### src/rtl/draw_scheduler_if.sv
// draw_scheduler_if: request/pixel bundle between the frame scheduler, its
// sprite drawers and the VGA writer.
// Ports: master = scheduler (drives draw_req and the vga_* pixel bus),
//        slave  = drawer/VGA side (drives done_in and the packed pixel slices).
interface draw_scheduler_if #(
   parameter int NUM_DRAWERS = 4
);
   logic [NUM_DRAWERS-1:0]   draw_req;
   logic [NUM_DRAWERS-1:0]   done_in;
   logic [8*NUM_DRAWERS-1:0] x_in;
   logic [7*NUM_DRAWERS-1:0] y_in;
   logic [3*NUM_DRAWERS-1:0] colour_in;
   logic [7:0]               vga_x;
   logic [6:0]               vga_y;
   logic [2:0]               vga_colour;
   logic                     vga_plot;

   modport master (
      output draw_req, vga_x, vga_y, vga_colour, vga_plot,
      input  done_in, x_in, y_in, colour_in
   );

   modport slave (
      input  draw_req, vga_x, vga_y, vga_colour, vga_plot,
      output done_in, x_in, y_in, colour_in
   );
endinterface

### src/rtl/draw_scheduler.sv
// draw_scheduler: shares one VGA plot port between NUM_DRAWERS sprite drawers,
//   running the enabled drawers one at a time in index order on each frame tick.
// Latency: vga_plot trails the drawer pixel by 1 cycle; each drawer costs its
//   length + 3 cycles; a frame adds one final SELECT and one FINISH cycle.
// Backpressure: none toward the VGA writer; a frame_tick while busy is dropped
//   and reported on overrun. Define DRAW_SCHEDULER_WATCHDOG_EN to abort a grant
//   after WD_CYCLES cycles without done (timeout pulse); otherwise timeout is 0.
// Ports: clk/reset (async, active-high); space_pressed (sync abort);
//   frame_tick, enable_mask (frame start and participants); bus (draw_req,
//   done_in, packed x/y/colour in, registered vga_x/y/colour/plot out);
//   busy, frame_done, overrun, timeout status.
module draw_scheduler #(
   parameter int NUM_DRAWERS = 4,
   parameter int IDX_W       = 2,
   parameter int WD_CYCLES   = 64
) (
   input  logic                   clk,
   input  logic                   reset,
   input  logic                   space_pressed,
   input  logic                   frame_tick,
   input  logic [NUM_DRAWERS-1:0] enable_mask,
   draw_scheduler_if.master       bus,
   output logic                   busy,
   output logic                   frame_done,
   output logic                   overrun,
   output logic                   timeout
);
   localparam int CNT_W = $clog2(WD_CYCLES + 1);

   typedef enum logic [2:0] {IDLE, SELECT, GRANT, GAP, FINISH} state_t;

   state_t                 state;
   logic [NUM_DRAWERS-1:0] pending;
   logic [IDX_W-1:0]       cur;
   logic [CNT_W-1:0]       cnt;
   logic                   cur_done;

   assign cur_done = bus.done_in[cur];
   assign busy     = (state != IDLE);

   // Fixed priority: lowest index wins.
   function automatic logic [IDX_W-1:0] lowest_idx(input logic [NUM_DRAWERS-1:0] v);
      lowest_idx = '0;
      for (int i = NUM_DRAWERS - 1; i >= 0; i--) begin
         if (v[i]) lowest_idx = IDX_W'(i);
      end
   endfunction

`ifndef DRAW_SCHEDULER_WATCHDOG_EN
   assign timeout = 1'b0;
`endif

   always_ff @(posedge clk or posedge reset) begin
      if (reset) begin
         state          <= IDLE;
         pending        <= '0;
         cur            <= '0;
         cnt            <= '0;
         bus.draw_req   <= '0;
         bus.vga_x      <= '0;
         bus.vga_y      <= '0;
         bus.vga_colour <= '0;
         bus.vga_plot   <= 1'b0;
         frame_done     <= 1'b0;
         overrun        <= 1'b0;
`ifdef DRAW_SCHEDULER_WATCHDOG_EN
         timeout        <= 1'b0;
`endif
      end else begin
         // Pulse outputs default low every cycle.
         bus.vga_plot <= 1'b0;
         frame_done   <= 1'b0;
         overrun      <= 1'b0;
`ifdef DRAW_SCHEDULER_WATCHDOG_EN
         timeout      <= 1'b0;
`endif
         if (space_pressed) begin
            // Abort wins over everything, including a same-cycle frame_tick.
            state        <= IDLE;
            pending      <= '0;
            cur          <= '0;
            cnt          <= '0;
            bus.draw_req <= '0;
         end else begin
            // FINISH counts as busy, so a tick landing there is an overrun too.
            if (frame_tick && state != IDLE) overrun <= 1'b1;

            case (state)
               IDLE: begin
                  if (frame_tick) begin
                     pending <= enable_mask;
                     if (enable_mask == '0) begin
                        state      <= FINISH;
                        frame_done <= 1'b1;
                     end else begin
                        state <= SELECT;
                     end
                  end
               end

               SELECT: begin
                  if (pending == '0) begin
                     state      <= FINISH;
                     frame_done <= 1'b1;
                  end else begin
                     cur          <= lowest_idx(pending);
                     bus.draw_req <= NUM_DRAWERS'(1) << lowest_idx(pending);
                     cnt          <= '0;
                     state        <= GRANT;
                  end
               end

               GRANT: begin
                  if (cnt != '1) cnt <= cnt + CNT_W'(1);
                  // On the cnt==0 cycle the drawer has only just seen its
                  // request, so its registered pixel is still last frame's.
                  // The done cycle is still plotted: its pixel is the last one.
                  if (cnt != '0) begin
                     bus.vga_x      <= bus.x_in[8*cur +: 8];
                     bus.vga_y      <= bus.y_in[7*cur +: 7];
                     bus.vga_colour <= bus.colour_in[3*cur +: 3];
                     bus.vga_plot   <= 1'b1;
                  end
                  if (cur_done) begin
                     pending[cur] <= 1'b0;
                     bus.draw_req <= '0;
                     state        <= GAP;
                  end
`ifdef DRAW_SCHEDULER_WATCHDOG_EN
                  else if (cnt == CNT_W'(WD_CYCLES)) begin
                     pending[cur] <= 1'b0;
                     bus.draw_req <= '0;
                     timeout      <= 1'b1;
                     state        <= GAP;
                  end
`endif
               end

               // One request-free cycle so the drawer can drop its done flag
               // before the next grant is issued.
               GAP: state <= SELECT;

               FINISH: state <= IDLE;

               default: state <= IDLE;
            endcase
         end
      end
   end
endmodule
### src/flat_wrapper.sv
// flat-port wrapper written by rule: the top's interface ports become plain ports
module draw_scheduler_flat 
#(
   parameter int NUM_DRAWERS = 4,
   parameter int IDX_W       = 2,
   parameter int WD_CYCLES   = 64
)
  (clk, reset, space_pressed, frame_tick, enable_mask, busy, frame_done, overrun, timeout, bus_draw_req, bus_vga_x, bus_vga_y, bus_vga_colour, bus_vga_plot, bus_done_in, bus_x_in, bus_y_in, bus_colour_in);
  draw_scheduler_if #(.NUM_DRAWERS(NUM_DRAWERS)) bus_i ();
  input  logic clk;
  input  logic reset;
  input  logic space_pressed;
  input  logic frame_tick;
  input  logic [NUM_DRAWERS-1:0] enable_mask;
  output logic busy;
  output logic frame_done;
  output logic overrun;
  output logic timeout;
  output wire logic [$bits(bus_i.draw_req)-1:0] bus_draw_req;
  output wire logic [$bits(bus_i.vga_x)-1:0] bus_vga_x;
  output wire logic [$bits(bus_i.vga_y)-1:0] bus_vga_y;
  output wire logic [$bits(bus_i.vga_colour)-1:0] bus_vga_colour;
  output wire logic [$bits(bus_i.vga_plot)-1:0] bus_vga_plot;
  input wire logic [$bits(bus_i.done_in)-1:0] bus_done_in;
  input wire logic [$bits(bus_i.x_in)-1:0] bus_x_in;
  input wire logic [$bits(bus_i.y_in)-1:0] bus_y_in;
  input wire logic [$bits(bus_i.colour_in)-1:0] bus_colour_in;
  assign bus_draw_req = bus_i.draw_req;
  assign bus_vga_x = bus_i.vga_x;
  assign bus_vga_y = bus_i.vga_y;
  assign bus_vga_colour = bus_i.vga_colour;
  assign bus_vga_plot = bus_i.vga_plot;
  assign bus_i.done_in = bus_done_in;
  assign bus_i.x_in = bus_x_in;
  assign bus_i.y_in = bus_y_in;
  assign bus_i.colour_in = bus_colour_in;
  draw_scheduler #(.NUM_DRAWERS(NUM_DRAWERS), .IDX_W(IDX_W), .WD_CYCLES(WD_CYCLES)) u_core (.clk(clk), .reset(reset), .space_pressed(space_pressed), .frame_tick(frame_tick), .enable_mask(enable_mask), .bus(bus_i), .busy(busy), .frame_done(frame_done), .overrun(overrun), .timeout(timeout));
endmodule
### config.mk
export PLATFORM = sky130hd
export DESIGN_NAME = draw_scheduler_flat
export DESIGN_NICKNAME = d
export VERILOG_FILES = /design/src/rtl/draw_scheduler_if.sv /design/src/rtl/draw_scheduler.sv /design/src/flat_wrapper.sv
export SDC_FILE = /design/constraint.sdc
export NUM_CORES = 1
export LEC_CHECK = 0
export BUFFER_PORTS_ARGS = -buffer_cell sky130_fd_sc_hd__buf_2
export CAP_MARGIN = 20
export CORE_MARGIN = 2
export CORE_UTILIZATION = 42
export CTS_CLUSTER_DIAMETER = 150
export DETAILED_ROUTE_END_ITERATION = 10
export PLACE_DENSITY = 0.82
export SLEW_MARGIN = 20
export SYNTH_ARGS = -nofsm -noshare
export SYNTH_HDL_FRONTEND = slang
export SYNTH_SLANG_ARGS = --single-unit
### constraint.sdc
create_clock -name clk -period 2.1 [get_ports clk]
set_input_delay 0.42 -clock clk [delete_from_list [all_inputs] [get_ports clk]]
set_output_delay 0.42 -clock clk [all_outputs]
set_load 0.005 [all_outputs]
==> results of run 1 <==
## layout make-up
| type | instances | area (um^2) |
|---|---|---|
| multi-input combinational | 133 | 1260 |
| inverter | 9 | 33.8 |
| clock buffer | 6 | 72.6 |
| tap | 72 | 90.1 |
| sequential | 41 | 1030 |
| clock inverter | 2 | 10.0 |
| timing repair buffer | 119 | 633 |
| fill | 470 | 2380 |
## state kept, by name, indices dropped and copies added (netlist names)
name                   count
u_core.bus.vga_x           8
u_core.bus.vga_y           7
u_core.cnt                 7
u_core.bus.draw_req        4
u_core.pending             4
u_core.bus.vga_colour      3
u_core.state               3
u_core.cur                 2
u_core.bus.vga_plot        1
u_core.frame_done          1
u_core.overrun             1
## power groups by stage
stage | Sequential, mW | Clock, mW | Combinational [mW]
4_1_cts | 0.962 | 0.498 | 0.715
2_1_floorplan | 0.974 | 0 | 0.431
3_3_place_gp | 0.974 | 0 | 0.687
6_report | 0.965 | 0.475 | 0.718
5_1_grt | 0.977 | 0.539 | 0.788
3_5_place_dp | 0.977 | 0 | 0.710
## critical path: cells and delay by family, from the launching register on
kind	cells	cell delay, ns
muxes	1	0.35
DFF	1	0.44
buffers and inverters	1	0.19
AOI/OAI and AO/OA	1	0.19
and+or+nand+nor	1	0.61
## worst paths after layout
path,startpoint,to,slack [ns],cells past startpoint
hold / removal,reset,u_core.pending[2],0.23,3
min in group clk,enable_mask[2],u_core.pending[2],0.34,3
setup / recovery,u_core.state[0],u_core.bus.vga_y[6],0.19,4
hold reg to reg,u_core.bus.draw_req[2],u_core.bus.draw_req[2],0.50,1
max in group asynchronous,reset,u_core.bus.vga_y[0],1.51,3
setup reg to reg,u_core.state[0],u_core.bus.vga_y[6],0.19,4
## layout by cell type (no fill, tap or decap), types with 9 or more instances in the layout
master	count
mux2_2	10
buf_4	9
nor2_1	12
o21ai_0	15
nand2_1	11
mux2_4	9
buf_2	109
mux4_2	19
inv_1	9
dfrtp_1	41
## cells by family (layout without fill, tap and decap cells)
kind of cell,after synthesis,in the layout,synth area share
DFF,41,41,0.428
muxes,39,39,0.286
other,1,1,0.00157
and+or+nand+nor,52,52,0.117
adders and majority gates,2,2,0.0104
AOI/OAI and AO/OA,39,39,0.110
buffers and inverters,20,136,0.0465
## layer usage
| metal | share of wire | track usage | vias up |
|---|---|---|---|
| met5 | 0 | 0 | - |
| met4 | 0.028 | 0.0897 | 0 |
| met3 | 0.093 | 0.0622 | 20 |
| met2 | 0.50 | 0.369 | 117 |
| met1 | 0.38 | 0.235 | 1009 |
| li1 | - | - | 966 |
## through the flow
step / instances / setup slack [ns] / util / area, um^2
6_report: 382 / 0.194 / 0.567 / 3120
5_1_grt: 382 / 0.0480 / 0.567 / 3120
4_1_cts: 382 / 0.207 / 0.567 / 3120
3_5_place_dp: 374 / 0.158 / 0.552 / 3040
3_3_place_gp: 374 / 0.178 / 0.552 / 3040
2_1_floorplan: 194 / 0.0530 / - / 2390
==> results by stage, run 1 <==
Outcome:
- The flow ran to the end, and the final reports show no timing, DRC or antenna violations.

Timing:
- Setup repair after global routing left no endpoint under its margin.
- Across the routed clock network, the largest skew measured is 0.00559 ns.
- The number of max-slew violations in the final report came to 0.
- The routed design could run at a clock period as short as 1.91 ns.
- The final setup violation count is 0.
- The total count of hold-check failures in the final report is 0.
- At the pin with the least slew margin, the transition time is 0.523 ns.
- The worst slew slack as a fraction of its limit is 0.648.
- Timing would allow up to 525 MHz.
- The final cycle utilization of the critical path is 0.907.
- On the final layout, the worst hold slack is 0.233 ns.
- The setup total negative slack is 0 ns.

Layout:
- In the final layout, the share of cells above drive strength 1 is 0.539.
- The synthesis-to-layout area growth is 30.4%.
- The number of antenna repair diodes is 0.
- The number of nets at the end of the flow is 395.

Die:
- The count of standard-cell rows is 27.
- The height of the chip is 79.5 um.
- The total area inside the core boundary comes to 5510 um^2.
- The area of the die is 6320 um^2.
- For this configuration, the core starts out at a cell density of 0.435.
- The die is 79.5 um wide.
- The number of top-level design ports is 111.

Clock tree:
- The H-tree was split into 2 levels.
- The clock net in this run drives a total of 41 sinks.
- The clock tree root driver cell is clkbuf_8.
- The TritonCTS buffer count is 5.
- The number of buffers on the longest clock path is 2.
- The clock-pin slew reported for the worst setup and hold paths after clock tree synthesis is 0.07 ns.
- The post-cts gate resize count is 0.
- The clock latency on the worst-skew pair is 0.29 ns.
- Buffers inserted to repair hold after CTS numbered 0.
- The post-CTS setup buffer count is 0.
- TritonCTS built the clock tree.

Route:
- Summed over all layers, the routed wires come to 6.37 mm.
- The detailed router finished its first iteration with 70 violations.
- For this run, the detailed router's first-pass iteration total came to 4.
- The routed via count divided by cell count is 5.53.
- In this run the remaining antenna-violating nets after routing total 0.
- The overall via count from detail_route is 2112.
- In the routed design, unresolved DRC markers number 0.
- Dividing the detail-routed wire length by the instance count gives 16.7 um.

Power:
- The power share of the combinational group is 0.333.
- Dividing total power by cell area gives a power density of 691 nW/um^2.
- Of the total power, registers draw 0.447.
- The leakage power total is 1.56 nW.
- The worst-case IR drop observed on VDD is 0.000320 V.
- The share of total power in the clock network is 0.220.
- Of the total power, the share spent switching nets is 0.306.
- The overall power consumption is 2.16 mW.
- Cell internal power was estimated by the tool at 1.50 mW.
- For this design the total switching power over the nets is 660 uW.

Global routing:
- For this run the aggregate overflow at the end of global routing stands at 0.
- Entering global routing, the biggest net connects 42 pins.
- The global-route wire length before repair is 10.1 mm.
- The initial antenna violation count is 0.
- The number of global-route vias before repair is 2124.
- The global routing usage summed across all routing layers is 0.210.

Yosys:
- The most frequently used flop master after synthesis is dfrtp_1.
- The unique cell type count in the Yosys netlist is 46.
- The portion of the post-synthesis area used by sequential elements is 0.428.
- The most frequent cell after synthesis is dfrtp_1.
- The Yosys warning count is 0.
- The register bit total from synthesis is 41.
- Summed over all instances, the cell type with the most area after synthesis is dfrtp_1.
- The fraction of post-synthesis cell area in the top cell type by area is 0.428.
- By count the netlist is led by 41 x dfrtp_1, 19 x mux4_2, 15 x o21ai_0, 12 x nor2_1, 11 x nand2_1.
- The number of nets in the synthesized netlist is 280.
- The gate count after technology mapping is 194.
- The mapped netlist covers 2390 um^2.
- Each instance of the synthesized netlist takes up on average 12.3 um^2.
- Yosys mapped a number of flops with a built-in enable equal to 0.
- Yosys attributes the largest share of cell area to dfrtp_1 43%, mux4_2 18%, mux2_4 5.6%.
- After synthesis, the share of flip-flops with an asynchronous set or reset is 1.00.

Setup path:
- The worst setup path is captured at a flop.
- Along the worst path, the maximum fanout reaches 19.
- The path type of the worst setup path is reg2reg.
- The highest cell delay on the worst timing path is 0.61 ns.
- The critical path goes through or4b_4, a31oi_4, buf_12, mux2_2.
- At the worst endpoint, the arrival time is 2.08 ns.
- The nature of the critical path startpoint is a flop.
- Data on the critical path is required at its endpoint by 2.27 ns.
- The slowest stage of the critical path belongs to the cell or4b_4.

Placed design:
- The wire-length estimate of the detail-placed layout is 5.01 mm.
- The count of input and output buffers is 109.
- At the end of routability-driven placement, the weighted congestion stood at 0.850.

Min path:
- The tightest min-delay check is of the in2async type.

Job:
- The max-capacitance violation count is 0.
(Power assumes the default switching activity.)
==> run 2, diff against run 1 <==
Settings changed: ABC_AREA set to 1, CORE_UTILIZATION 42 to 43, PLACE_DENSITY 0.82 to 0.83.
==> run 2 against run 1 <==
Compared with the run above:
- critical path type unchanged
- sequential share of layout area is 0.35 points lower
- core utilization is 0.081 points lower
- critical path depth rose by 3
- clock-buffer cell count is 1 higher
==> results by stage, run 2 <==
Outcome:
- The run finished with clean final reports.

Timing:
- The worst slew slack as a fraction of its limit is 0.665 (+0.0168).
- The post-route worst setup slack came to 0.560 ns (+0.365 ns).
- The setup total negative slack was 0 ns (unchanged).
- The setup clock skew after layout is 0.00683 ns (+0.00124 ns).
- The final setup violation count is 0 (unchanged).
- The total count of hold-check failures in the final report is 0 (unchanged).
- The final cycle utilization of the critical path was 0.734 (-0.174).
- The slew at the pin closest to its max-slew limit is 0.501 ns (-0.0216 ns).
- The number of max-slew violations in the final report was 0 (unchanged).
- The time the final worst path needs with I/O delays and setup is 1.54 ns (-0.365 ns).
- Setup repair after global routing left no endpoint under its margin.
- The highest attainable clock frequency was 649 MHz (+24%).

Yosys:
- The most frequent cell after synthesis is nand2_1.
- Sorting the synthesized cells by area gives the leading types as dfrtp_1 41%, nand2_1 28%, nand4_1 6.5%.
- The gate count after technology mapping is 353 (+82%).
- The mean instance size in the synthesized netlist is 7.13 um^2 (-42%).
- The number of enable flip-flop cells after synthesis came to 0 (unchanged).
- The most frequently used flop master after synthesis is dfrtp_1.
- Ranked by instance count, the synthesized netlist is headed by 185 x nand2_1, 41 x dfrtp_1, 26 x nand4_1, 19 x inv_1, 17 x nor2_1.
- The fraction of post-synthesis cell area in the top cell type by area is 0.408 (-0.0209).
- The portion of the post-synthesis area used by sequential elements came to 0.408 (-0.0209).
- The unique cell type count in the Yosys netlist came to 29 (-37%).
- The post-synth design cell area came to 2520 um^2 (+5.1%).
- Of all cell types, the one taking the most synthesized area is dfrtp_1.
- The register bit total from synthesis was 41 (unchanged).
- The proportion of register bits with asynchronous set or reset after synthesis is 1.00 (unchanged).
- The Yosys warning count came to 0 (unchanged).
- The number of nets in the synthesized netlist is 439 (+57%).

Job:
- The max-capacitance violation count came to 0 (unchanged).

Route:
- The first-pass iteration count of the detailed router is 4 (unchanged).
- The total wire length after detailed routing is 6.50 mm (+2.1%).
- The wire length per cell after detailed routing was 12.2 um (-27%).
- The residual DRC count is 0 (unchanged).
- The overall via count from detail_route was 2634 (+25%).
- The number of DRC markers after the initial detailed-route iteration is 203 (+190%).
- The count of antenna-violating nets left after detailed routing came to 0 (unchanged).
- The routed via count divided by cell count was 4.94 (-11%).

Setup path:
- The highest cell delay on the worst timing path is 0.47 ns (-0.14 ns).
- The path type of the worst setup path is reg2reg.
- The required arrival time at the worst endpoint is 2.28 ns (about the same).
- The slowest library cell on the worst path is dfrtp_1.
- STA classifies the critical path startpoint as a flop.
- By instance count, the cell type seen most on the critical path is nand2_1.
- The number of buffer and inverter instances along the worst setup path came to 2 (+1).
- The arrival time of the worst setup path is 1.72 ns (-0.36 ns).
- The highest fanout seen on the critical path is 10 (-9).
- STA classifies the critical path endpoint as a flop.
- The signal on the critical path passes through nand2_1, clkinv_1, buf_4, nand2_1, nand4_1, nand2_1, nand2_1.
- The cell type group with the largest total delay on the critical path is buffers and inverters.

Layout:
- The synthesis-to-layout area growth is 25.4%.
- The number of nets at the end of the flow is 547 (+38%).
- The non-filler instance count after layout came to 533 (+40%).
- More flip-flops sit in one register than any other, and that register is u_core.bus.vga_x.
- The share of final-layout standard cells stronger than drive strength 1 is 0.293 (-0.246).
- The most common cell after layout, fill and taps aside is nand2_1.
- The library cells used most frequently in the layout, excluding fill and tap cells, are 185 x nand2_1, 109 x buf_2, 41 x dfrtp_1, 26 x nand4_1, 19 x inv_1.
- The number of antenna repair diodes is 0 (unchanged).
- The number of flip-flops under the largest register name is 8 (unchanged).
- The largest registers in the layout are u_core.bus.vga_x (8), u_core.bus.vga_y (7), u_core.cnt (7).

Global routing:
- The initial antenna violation count came to 0 (unchanged).
- The pin count of the biggest net entering global routing came to 42 (unchanged).
- The global routing usage summed across all routing layers is 0.211 (+0.00128).
- The total grt overflow came to 0 (unchanged).
- The global-route wire length before repair is 10.8 mm (+6.7%).
- The number of global-route vias before repair is 2463 (+16%).

Placed design:
- The count of input and output buffers came to 109 (unchanged).
- The worst setup slack before clock tree synthesis came to 0.560 ns (+0.402 ns).
- The HPWL after detailed placement is 5.08 mm (+1.6%).
- The number of placed instances with taps included was 526 (+41%).
- The routability congestion estimate was 0.907 (+6.7%).

Power:
- The fraction of power spent switching nets is 0.426 (+0.120).
- The largest voltage drop on the vdd net came to 0.000429 V (+34%).
- The switching power total is 1.45 mW (+120%).
- The part of the power in registers came to 0.370 (-0.077).
- The power share of the combinational group was 0.482 (+0.149).
- The total power divided by cell area is 1080 nW/um^2 (+56%).
- The share of total power in the clock network is 0.148 (-0.072).
- The leakage power total is 1.79 nW (+15%).
- The cell-internal power came to 1.95 mW (+30%).

Clock tree:
- The clock latency on the worst-skew pair is 0.29 ns (about the same).
- The clock-pin slew reported for the worst setup and hold paths after clock tree synthesis is 0.07 ns (about the same).
- The number of buffers on the longest clock path is 2 (unchanged).
- The number of levels the H-tree was split into came to 2 (unchanged).
- The post-cts gate resize count is 0 (unchanged).
- The post-CTS setup buffer count came to 0 (unchanged).
- The clock tree root driver cell is clkbuf_8.
- The number of hold buffers added after CTS was 0 (unchanged).
- TritonCTS built the clock tree.
- The TritonCTS buffer count is 5 (unchanged).
- The total clock sinks is 41 (unchanged).

Min path:
- The worst hold path belongs to the class in2async.

Die:
- The starting utilization of the core area is 0.452 (+0.0167).
- The die width came to 80.5 um (+1.3%).
- The area of the die came to 6480 um^2 (+2.5%).
- The core region area is 5570 um^2 (+1.2%).
- The count of standard-cell rows is 27 (unchanged).
- The height of the chip is 80.5 um (+1.3%).
- The number of top-level design ports is 111 (unchanged).
==> run 2: area by class of cell <==
| class | count | area, um^2 |
|---|---|---|
| inverter | 23 | 91.3 |
| timing repair buffer | 113 | 576 |
| tap | 72 | 90.1 |
| sequential | 41 | 1030 |
| multi-input combinational | 277 | 1290 |
| fill | 525 | 2420 |
| clock buffer | 7 | 86.3 |
==> run 2: metrics by stage <==
step,hold slack [ns],util,area (um^2),total power [mW]
finish,0.246,0.566,3160,3.40
global route,0.287,0.566,3160,3.72
CTS,0.263,0.566,3160,3.44
detailed placement,0.461,0.551,3070,2.92
global placement,0.458,0.551,3070,2.86
floorplan,0.449,-,2520,2.39
==> run 2: kinds of logic after synthesis <==
family          after synthesis  synth area share
fa+ha+maj                     2           0.00994
compound gates               16            0.0422
simple gates                256             0.451
other cells                   1           0.00149
flops                        41             0.408
buf+inv                      35            0.0810
xor+xnor                      2           0.00696
==> run 2: final timing paths <==
path                                      from             endpoint  slack, ns  cells past startpoint
min in group clk                    frame_tick       u_core.overrun       0.42                      3
hold reg to reg            u_core.bus.vga_y[2]  u_core.bus.vga_y[2]       0.48                      2
hold / removal                           reset        u_core.cnt[6]       0.25                      3
setup reg to reg                 u_core.cur[0]  u_core.bus.vga_x[6]       0.56                      7
max in group asynchronous                reset  u_core.bus.vga_x[1]       1.51                      3
setup / recovery                 u_core.cur[0]  u_core.bus.vga_x[6]       0.56                      7
==> run 2: power by group through the flow <==
| stage | clock network, mW | logic, mW | registers (mW) |
|---|---|---|---|
| after floorplan | 0 | 1.15 | 1.25 |
| after global placement | 0 | 1.59 | 1.27 |
| after detailed placement | 0 | 1.66 | 1.26 |
| after CTS | 0.520 | 1.66 | 1.26 |
| after global routing | 0.556 | 1.87 | 1.30 |
| final | 0.503 | 1.64 | 1.26 |
==> run 2: per-layer routing <==
metal	track usage	part of all wire
met1	0.265	0.44
met5	0	0
met3	0.0348	0.064
met2	0.352	0.47
met4	0.102	0.022
==> run 2: worst reg2reg max path, delay by kind of cell (launching register included) <==
kind / cells / cell delay, ns
buffers and inverters: 2 / 0.57
flip-flops: 1 / 0.47
AND/OR/NAND/NOR: 5 / 0.40
